===== config.mk =====
export PLATFORM = sky130hd
export DESIGN_NAME = mem_port_arbiter
export DESIGN_NICKNAME = d
export VERILOG_FILES = /design/src/rtl/mem_port_arbiter.sv
export SDC_FILE = /design/constraint.sdc
export NUM_CORES = 1
export LEC_CHECK = 0
export BUFFER_PORTS_ARGS = -buffer_cell sky130_fd_sc_hd__buf_2
export CORE_AREA = 2 2 333 335
export CTS_BUF_LIST = sky130_fd_sc_hd__clkbuf_2 sky130_fd_sc_hd__clkbuf_4 sky130_fd_sc_hd__clkbuf_8
export DETAILED_ROUTE_END_ITERATION = 10
export DIE_AREA = 0 0 335 337
export HOLD_SLACK_MARGIN = 0.06
export PLACE_DENSITY_LB_ADDON = 0.1
export SYNTH_ARGS = -nofsm -noshare
export SYNTH_HDL_FRONTEND = slang
export SYNTH_SLANG_ARGS = --single-unit

===== constraint.sdc =====
create_clock -name clk -period 23.4 [get_ports clk]
set_input_delay 3.51 -clock clk [delete_from_list [all_inputs] [get_ports clk]]
set_output_delay 3.51 -clock clk [all_outputs]
set_load 0.05 [all_outputs]

===== src/rtl/mem_port_arbiter.sv =====
// rtl/mem_port_arbiter.sv - two-client round-robin arbiter and single initiator for the slow-memory line port
module mem_port_arbiter #(
    parameter int ADDR_W  = 28,
    parameter int DATA_W  = 128,
    parameter int TIMEOUT = 1023
) (
    input  logic              clk,
    input  logic              rst,
    input  logic              i_read,
    input  logic              i_write,
    input  logic [ADDR_W-1:0] i_addr,
    input  logic [DATA_W-1:0] i_wdata,
    output logic [DATA_W-1:0] i_rdata,
    output logic              i_ready,
    input  logic              d_read,
    input  logic              d_write,
    input  logic [ADDR_W-1:0] d_addr,
    input  logic [DATA_W-1:0] d_wdata,
    output logic [DATA_W-1:0] d_rdata,
    output logic              d_ready,
    output logic              mem_read,
    output logic              mem_write,
    output logic [ADDR_W-1:0] mem_addr,
    output logic [DATA_W-1:0] mem_wdata,
    input  logic [DATA_W-1:0] mem_rdata,
    input  logic              mem_ready,
    output logic              err,
    output logic              busy
);
    localparam int CW = $clog2(TIMEOUT + 1);
    localparam logic [CW-1:0] TO_LAST = CW'(TIMEOUT - 1);

    typedef enum logic [1:0] {IDLE, ISSUE, RESP} state_t;

    state_t            state, state_nx;
    logic              gnt, gnt_nx;       // granted client: 0 = I, 1 = D
    logic              ptr, ptr_nx;       // round-robin preference: 0 = I, 1 = D
    logic [CW-1:0]     cnt, cnt_nx;
    logic              mem_read_nx, mem_write_nx;
    logic [ADDR_W-1:0] mem_addr_nx;
    logic [DATA_W-1:0] mem_wdata_nx;
    logic [DATA_W-1:0] i_rdata_nx, d_rdata_nx;
    logic              i_ready_nx, d_ready_nx;
    logic              err_nx, busy_nx;
    logic              pend_i, pend_d, sel_d, op_write;

    assign pend_i   = i_read | i_write;
    assign pend_d   = d_read | d_write;
    assign sel_d    = pend_d & (~pend_i | ptr);
    assign op_write = sel_d ? d_write : i_write;

    always_comb begin
        state_nx     = state;
        gnt_nx       = gnt;
        ptr_nx       = ptr;
        cnt_nx       = cnt;
        mem_read_nx  = mem_read;
        mem_write_nx = mem_write;
        mem_addr_nx  = mem_addr;
        mem_wdata_nx = mem_wdata;
        i_rdata_nx   = i_rdata;
        d_rdata_nx   = d_rdata;
        i_ready_nx   = 1'b0;
        d_ready_nx   = 1'b0;
        err_nx       = err;
        case (state)
            IDLE: begin
                if (pend_i | pend_d) begin
                    if (pend_i & pend_d) ptr_nx = ~ptr;
                    gnt_nx       = sel_d;
                    mem_addr_nx  = sel_d ? d_addr : i_addr;
                    mem_wdata_nx = sel_d ? d_wdata : i_wdata;
                    // a write beats a simultaneous read from the same client
                    mem_write_nx = op_write;
                    mem_read_nx  = ~op_write;
                    cnt_nx       = '0;
                    state_nx     = ISSUE;
                end
            end
            ISSUE: begin
                if (mem_ready) begin
                    mem_read_nx  = 1'b0;
                    mem_write_nx = 1'b0;
                    if (mem_read) begin
                        if (gnt) d_rdata_nx = mem_rdata;
                        else     i_rdata_nx = mem_rdata;
                    end
                    d_ready_nx = gnt;
                    i_ready_nx = ~gnt;
                    state_nx   = RESP;
                end else if (cnt == TO_LAST) begin
                    err_nx       = 1'b1;
                    mem_read_nx  = 1'b0;
                    mem_write_nx = 1'b0;
                    d_ready_nx   = gnt;
                    i_ready_nx   = ~gnt;
                    state_nx     = RESP;
                end else begin
                    cnt_nx = cnt + CW'(1);
                end
            end
            RESP: begin
                state_nx = IDLE;
            end
            default: begin
                state_nx     = IDLE;
                mem_read_nx  = 1'b0;
                mem_write_nx = 1'b0;
            end
        endcase
        busy_nx = (state_nx != IDLE);
    end

    always_ff @(posedge clk or posedge rst) begin
        if (rst) begin
            state     <= IDLE;
            gnt       <= 1'b0;
            ptr       <= 1'b0;
            cnt       <= '0;
            mem_read  <= 1'b0;
            mem_write <= 1'b0;
            mem_addr  <= '0;
            mem_wdata <= '0;
            i_rdata   <= '0;
            d_rdata   <= '0;
            i_ready   <= 1'b0;
            d_ready   <= 1'b0;
            err       <= 1'b0;
            busy      <= 1'b0;
        end else begin
            state     <= state_nx;
            gnt       <= gnt_nx;
            ptr       <= ptr_nx;
            cnt       <= cnt_nx;
            mem_read  <= mem_read_nx;
            mem_write <= mem_write_nx;
            mem_addr  <= mem_addr_nx;
            mem_wdata <= mem_wdata_nx;
            i_rdata   <= i_rdata_nx;
            d_rdata   <= d_rdata_nx;
            i_ready   <= i_ready_nx;
            d_ready   <= d_ready_nx;
            err       <= err_nx;
            busy      <= busy_nx;
        end
    end
endmodule


# Word-level counts from Yosys, hierarchy flattened
# Cells that the tools add are included.
# op_classes
n_addsub	1
n_eq_ne	7
mux	23
bitwise_logic	12
n_reduce_logical	10
# ops
cell	n
$mux 128	1
$mux 10	3
$mux 28	1
$pmux 10 s2	1
$reduce_and 4->1	3
$mux 1	11
$add 10x1->10 const B	1
$eq 10x10->1 const B	1
$reduce_and 3->1	3
$mux 2	3
$ne 2x2->1 const B	3
$not 1->1	6
$pmux 1 s3	2
$or 1x1->1	4
$pmux 2 s2	1
$reduce_bool 2->1	2
$ne 3x3->1 const B	1
$and 1x1->1	2
$eq 2x1->1 const B	1
$eq 2x2->1 const B	1
$logic_not 2->1	1
$reduce_and 2->1	1
# word_totals
regBits	432
input_bits	447

# Logic depth before layout (Yosys ltp)
# Gate-level depths: netlist (run 1).
# depth
depth_word	8
ltp_mapped	7

# Least setup slack after synthesis (run 1)
# Ideal clock, no wire load.
# synth_path
kind	input to register
start	in i_read
end	reg mem_addr[16]
arrival_ps	4486
setup_slack_ps	18788
path_stages	6
cell_sequence	nor2_1 o22ai_1 buf_2 buf_4 mux2i_1 a21oi_1
# synth_via
elab_chain_len	5
# synth_rtl
item	line_no	rtl
start, declared	9	input logic i_read,
$or 1x1->1 *	47	assign pend_i = i_read | i_write;
$not 1->1	49	assign sel_d = pend_d & (~pend_i | ptr);
$or 1x1->1	49	
$and 1x1->1	49	
$mux 28	71	mem_addr_nx = sel_d ? d_addr : i_addr;
end signal, assigned	137	mem_addr <= mem_addr_nx;
end, declared	23	output logic [ADDR_W-1:0] mem_addr,
# Every way passes the cells marked *; elsewhere a longest branch is shown, timed or not.
# A chain may end at the register's enable or synchronous reset.

# Worst setup path in the final report (run 1)
# layout_path
start	in mem_ready
end	reg i_rdata[119]
# layout_via
elab_chain_len	1
# layout_rtl
item	line_no	rtl
start, declared	26	input logic mem_ready,
$reduce_and 4->1 (no source line)	--	
end signal, assigned	139	i_rdata <= i_rdata_nx;
end, declared	13	output logic [DATA_W-1:0] i_rdata,
# No other way between the ends.

==> results of run 1 <==
## worst min-delay path by stage
stage              to  slack (ns)  cells past startpoint
3_5_place_dp      err        0.45                      1
4_1_cts           err        0.47                      1
5_1_grt           err        0.50                      1
6_report          err        0.47                      1
3_3_place_gp      err        0.45                      1
2_1_floorplan  cnt[3]        0.48                      1
## sequential cells by signal (all words and copies together) (netlist names)
signal     cells
busy           1
cnt           10
d_rdata      128
d_ready        1
err            1
gnt            1
i_rdata      128
i_ready        1
mem_addr      28
mem_read       1
mem_wdata    128
mem_write      1
ptr            1
state          2
## layout by cell type, fill, tap and decap left out, types with 4 or more instances in the layout
| master | instances |
|---|---|
| a21oi_1 | 160 |
| a31oi_1 | 4 |
| buf_2 | 864 |
| buf_4 | 11 |
| bufinv_16 | 5 |
| clkbuf_4 | 25 |
| clkbuf_8 | 112 |
| clkinv_2 | 11 |
| dfrtp_1 | 432 |
| diode_2 | 12 |
| inv_1 | 6 |
| mux2_1 | 11 |
| mux2_2 | 26 |
| mux2_4 | 220 |
| mux2i_1 | 157 |
| nand2_1 | 6 |
| nand4_1 | 4 |
| nor2_1 | 166 |
## where the power goes
| group | switching [W] | internal (W) | total, W |
|---|---|---|---|
| Sequential | 0.000197 | 0.00111 | 0.00130 |
| Combinational | 0.00189 | 0.000702 | 0.00259 |
| Clock | 0.000364 | 0.000525 | 0.000889 |
| Total | 0.00245 | 0.00233 | 0.00478 |
## final cells by class
type | count | share of cell area
clock buffers | 137 | 0.0658
repair buffers | 878 | 0.170
multi-input cells | 798 | 0.273
clock inverters | 21 | 0.00957
diodes | 12 | 0.00114
well taps | 1426 | 0.0679
flip-flops and latches | 432 | 0.411
inverters | 7 | 0.00129
## critical path: cells and delay by family
kind                   cells  cell delay, ns
buffers and inverters      3            1.43
AND/OR/NAND/NOR            2            0.81
multiplexers               1            0.39
## per-layer routing
metal	vias up	routed length (microns)	GRT usage
met5	-	169	0
met2	632	36800	0.214
met4	30	2360	0.0537
li1	6443	-	-
met1	6682	26900	0.131
met3	165	7160	0.0533
## per-stage QoR
stage | total power (W) | setup slack [ns] | instance area [sq um] | hold WS [ns] | utilization
after global placement | 0.00394 | 16.91 | 24300 | 0.448 | 0.221
final | 0.00478 | 17.69 | 26300 | 0.472 | 0.240
after floorplan | 0.00323 | 7.86 | 18700 | 0.478 | -
after detailed placement | 0.00395 | 16.89 | 24300 | 0.453 | 0.221
after global routing | 0.00504 | 17.58 | 26300 | 0.503 | 0.240
after CTS | 0.00489 | 17.72 | 26200 | 0.470 | 0.239
## cells by family (layout without fill, tap and decap cells)
kind of cell | count (synthesis) | after routing | synth area share
compound gates | 179 | 179 | 0.0512
other cells | 0 | 12 | 0
flops | 432 | 432 | 0.579
mux | 414 | 414 | 0.283
fa+ha+maj | 2 | 2 | 0.00134
simple gates | 202 | 202 | 0.0459
buf+inv | 91 | 1043 | 0.0394
xor+xnor | 1 | 1 | 0.000469
==> metrics.md, run 1 <==
| Metric | Value |
|---|---|
| Flop and latch count out of synthesis | `432` |
| CTS max path bufs | `3` |
| First-pass GRT wire length | `102 mm` |
| GRT Total Usage | `0.124` |
| Reg2reg path depth | `6` |
| Post-Syn Nets | `1770` |
| H-Tree Depth | `3` |
| Post-cts sizing count | `0` |
| Core box area | `0.110 sq mm` |
| Kind of critical path | `primary input to flip-flop` |
| DRT antenna net count | `0` |
| Fillers | `11800` |
| Rows | `122` |
| Count leader, synth | `dfrtp_1` |
| Setup Buffers After CTS | `0` |
| TNS Setup | `0 ns` |
| RR Startpoint | `state[0]` |
| Crit path launch | `mem_ready` |
| Final-report max-slew violation count | `0` |
| Via density | `3.76` |
| Final setup violation count | `0` |
| CTS buffer count | `89` |
| Die X | `335 microns` |
| Slew margin rel. | `0.268` |
| Sink Count | `432` |
| Antenna violations before repair | `33` |
| Max FO, Critical Path | `34` |
| Placed cells | `3541` |
| Mean Syn Cell Area | `14.1 sq um` |
| Post-synth ARST share | `1.00` |
| R2r setup slk | `19.37 ns` |
| Die area | `0.113 sq mm` |
| Main flop type after synthesis | `dfrtp_1` |
| Startpoint Class | `primary input` |
| Synth area leader | `dfrtp_1` |
| Hold crit path type | `flip-flop to flip-flop` |
| Slowest cell on crit path | `nor2_4` |
| Iteration-0 DRC count of the detailed router | `427` |
| Critical path required time | `23.96 ns` |
| Arrival time worst endpoint | `6.27 ns` |
| Clk_lat worst skew | `0.68 ns` |
| Most frequent cells after synthesis | `dfrtp_1, mux2_4, nor2_1` |
| Layout cells sized above 1 | `0.570` |
| Status | `complete, no violations` |
| Fin cells | `3711` |
| Lkg Pwr | `13.4 nW` |
| TritonCTS clock tree | `built` |
| DRC | `0` |
| CP Cell Sequence | `buf_2 > nand3_2 > nor2_4 > buf_4 > buf_4 > mux2_1` |
| RePlAce Congestion | `0.777` |
| Minimum clock period | `5.71 ns` |
| Vias in the first global route | `14700` |
| Largest net degree at the start of global routing | `206` |
| Die Ht | `337 microns` |
| Worst-Margin Slew | `1.10 ns` |
| Crit path capture type | `flip-flop` |
| Port Buffer Count | `864` |
| FMAX | `0.175 GHz` |
| Hold buffer count at CTS | `0` |
| Final Hold Viols | `0` |
| Critical Path Max Stage Delay | `0.72 ns` |
| EDFF count, synth | `0` |
| Reg clk slew, reported paths | `0.06 ns` |
| Sequential share of the synthesized area | `0.579` |
| FF-to-FF End | `i_rdata[119]` |
| FF/Latch Area | `0.0108 sq mm` |
| Setup repair after global routing missed its margin | `false` |
| Clock Skew | `0.0323 ns` |
| Gr ovfl total | `0` |
| Initial Utilization | `0.170` |
| Synth top area share | `0.579` |
| Distinct cell type count of the synthesized netlist | `46` |
| Top-level I/O count | `865` |
| Hold_sp | `err` |
| PwrDens | `182 mW/mm^2` |
| Synth top area cells | `dfrtp_1, mux2_4, mux2i_1` |
| Tcrit/Tclk final | `0.244` |
| Maxcap violations | `0` |
| DRT Wirelength | `73.3 mm` |
| Root Buffer | `clkbuf_8` |
| Multi-input gate area in the final layout | `0.00717 sq mm` |
| Critical path capture point | `i_rdata[119]` |
| Post-DP HPWL | `55.2 mm` |
| Routed vias | `14000` |
| Syn. warnings | `0` |
| Area grow syn2layout | `40.6%` |
| Drt wl/cell | `19.8 microns` |
| Synth Instances | `1321` |
| Worst vdd ir | `0.0000660 V` |
| Post-synthesis cell area | `0.0187 sq mm` |
| Nets@finish | `2655` |
| DRT Pass-1 Iters | `5` |
| CP most frequent cell | `buf_4` |
Power figures use the tool's default switching activity.
==> run 2, diff against run 1 <==
==> constraint.sdc (replaced) <==
create_clock -name clk -period 4.8 [get_ports clk]
set_input_delay 0.72 -clock clk [delete_from_list [all_inputs] [get_ports clk]]
set_output_delay 0.72 -clock clk [all_outputs]
set_load 0.05 [all_outputs]
==> run 2 against run 1 <==
Effect of this change:
- non-clock buffer count is 18 higher
- setup slack got worse by 15 ns
- combinational power rose to 4.9 times the previous value
- final area grew 1.0%
- flip-flop and latch count is the same
- largest cell class unchanged
- power increased to 4.9 times the previous value
- highest routed layer unchanged
==> metrics.md, run 2 (synthesized netlist as in run 1, its figures left out) <==
| Metric | Value |
|---|---|
| PwrDens | `883 mW/mm^2 (+390%)` |
| Die X | `335 microns (unchanged)` |
| FMAX | `0.386 GHz` |
| Setup WS pre-CTS | `2.08 ns (-14.82 ns)` |
| GRT Total Usage | `0.128 (+0.00384)` |
| Port Buffer Count | `864 (unchanged)` |
| Die Ht | `337 microns (unchanged)` |
| Largest registers | `d_rdata x128, i_rdata x128, mem_wdata x128` |
| Maxcap violations | `0 (unchanged)` |
| Minimum clock period | `2.59 ns` |
| H-Tree Depth | `3 (unchanged)` |
| CTS max path bufs | `3 (unchanged)` |
| Gr ovfl total | `0 (unchanged)` |
| Drt wl/cell | `20.0 microns (+1.4%)` |
| Worst-Margin Slew | `0.996 ns (-0.101 ns)` |
| Vias in the first global route | `15000 (+2.6%)` |
| TritonCTS clock tree | `built` |
| Post-DP HPWL | `57.0 mm (+3.3%)` |
| Final Hold Viols | `0 (unchanged)` |
| Post-cts sizing count | `0 (unchanged)` |
| Layout cells sized above 1 | `0.574 (+0.00431)` |
| Hold buffer count at CTS | `0 (unchanged)` |
| Core box area | `0.110 sq mm (unchanged)` |
| Antenna violations before repair | `20 (-39%)` |
| Final Worst Setup Slack | `2.21 ns (-15.48 ns)` |
| Fin cells | `3728 (+0.46%)` |
| Via density | `3.73 (-0.88%)` |
| Crit path capture type | `flip-flop` |
| Largest net degree at the start of global routing | `199 (-3.4%)` |
| Clk_lat worst skew | `0.72 ns (+0.04 ns)` |
| Reg clk slew, reported paths | `0.06 ns (about the same)` |
| Max FO, Critical Path | `40 (+18%)` |
| Initial Utilization | `0.170 (unchanged)` |
| Top-level I/O count | `865 (unchanged)` |
| RePlAce Congestion | `0.778 (about the same)` |
| Worst vdd ir | `0.000259 V (+290%)` |
| Nets@finish | `2672 (+0.64%)` |
| Clock Skew | `0.0387 ns (+0.00642 ns)` |
| DP Area | `0.0245 sq mm (+0.80%)` |
| Final core occ | `0.242 (+0.00245)` |
| Routed vias | `13900 (-0.43%)` |
| CTS buffer count | `88 (-1.1%)` |
| Final-report max-slew violation count | `0 (unchanged)` |
| Arrival time worst endpoint | `3.17 ns (-3.10 ns)` |
| Setup repair after global routing missed its margin | `false` |
| Die area | `0.113 sq mm (unchanged)` |
| Placed cells | `3559 (+0.51%)` |
| Critical path required time | `5.37 ns (-18.59 ns)` |
| TNS Setup | `0 ns (unchanged)` |
| Startpoint Class | `flip-flop` |
| DRT Pass-1 Iters | `4 (-1)` |
| Setup Buffers After CTS | `0 (unchanged)` |
| Sink Count | `432 (unchanged)` |
| Hold crit path type | `primary input to asynchronous set/reset pin` |
| Rows | `122 (unchanged)` |
| Iteration-0 DRC count of the detailed router | `494 (+16%)` |
| Status | `complete, no violations` |
| Final setup violation count | `0 (unchanged)` |
| First-pass GRT wire length | `106 mm (+3.5%)` |
| DRT Wirelength | `74.7 mm (+1.8%)` |
| Kind of critical path | `flip-flop to flip-flop` |
| Area grow syn2layout | `42.1%` |
| Most common cell after layout, fill and taps aside | `buf_2` |
| Tcrit/Tclk final | `0.540` |
| Slew margin rel. | `0.336 (+0.0676)` |
| Final Cell Area | `0.0265 sq mm (+1.0%)` |
| Root Buffer | `clkbuf_8` |
| DRC | `0 (unchanged)` |
| Lkg Pwr | `13.6 nW (+1.0%)` |
| Most frequent cells in the layout | `buf_2, dfrtp_1, mux2_4` |
| DRT antenna net count | `0 (unchanged)` |
==> run 2: changes by cell type in the layout (fill, tap and decap cells not counted), sizes merged, moves of 2 or more <==
cell / change
clkbuf: +11
clkinv: -3
diode: -6
inv: -2
buf: +18
bufinv: -2
==> run 2: routing by layer <==
| metal | GRT usage | up-vias | part of all wire |
|---|---|---|---|
| met5 | 0 | - | 0.0016 |
| met4 | 0.0444 | 18 | 0.027 |
| met3 | 0.0508 | 135 | 0.093 |
| met2 | 0.225 | 602 | 0.51 |
| met1 | 0.138 | 6672 | 0.37 |
| li1 | - | 6465 | - |
==> run 2: final cells by class <==
type / count / area (sq um)
Antenna cell: 6 / 15.0
Clock buffer: 148 / 1870
Clock inverter: 15 / 196
Fill cell: 11800 / 83100
Inverter: 7 / 30.0
Multi-Input combinational cell: 798 / 7170
Sequential cell: 432 / 10800
Tap cell: 1426 / 1780
Timing Repair Buffer: 896 / 4660
==> run 2: worst max-delay path: stages (launching register included) <==
cell and delay, ns:
dfrtp_1 0.51, nor2b_1 0.16, buf_4 0.20, nand3_2 0.11
nor2_4 0.65, buf_12 0.37, mux2_2 0.38
==> run 2: path summary, 6_finish.rpt <==
path	startpoint	endpoint	slack, ns	cells past startpoint
worst max-delay path	state[1]	i_rdata[8]	2.21	6
worst min-delay path	rst	d_rdata[84]	0.14	2
worst max register to register	state[1]	i_rdata[8]	2.21	6
worst min register to register	err	err	0.48	1
max in group asynchronous	rst	i_rdata[64]	3.46	3
min in group clk	mem_rdata[0]	i_rdata[0]	0.24	2
==> run 2: per-stage QoR <==
| stage | power [W] | hold slack (ns) |
|---|---|---|
| finish | 0.0234 | 0.139 |
| global route | 0.0247 | 0.127 |
| CTS | 0.0239 | 0.0651 |
| detailed placement | 0.0193 | 0.464 |
| global placement | 0.0192 | 0.461 |
| floorplan | 0.0158 | 0.478 |
==> run 2: report_power, final <==
part	switching, W	total, W	leakage (nW)	internal, W
combinational	0.00924	0.0127	7.32	0.00345
clock	0.00180	0.00443	1.09	0.00263
sequential	0.000945	0.00634	5.16	0.00539
total	0.0120	0.0234	13.6	0.0115
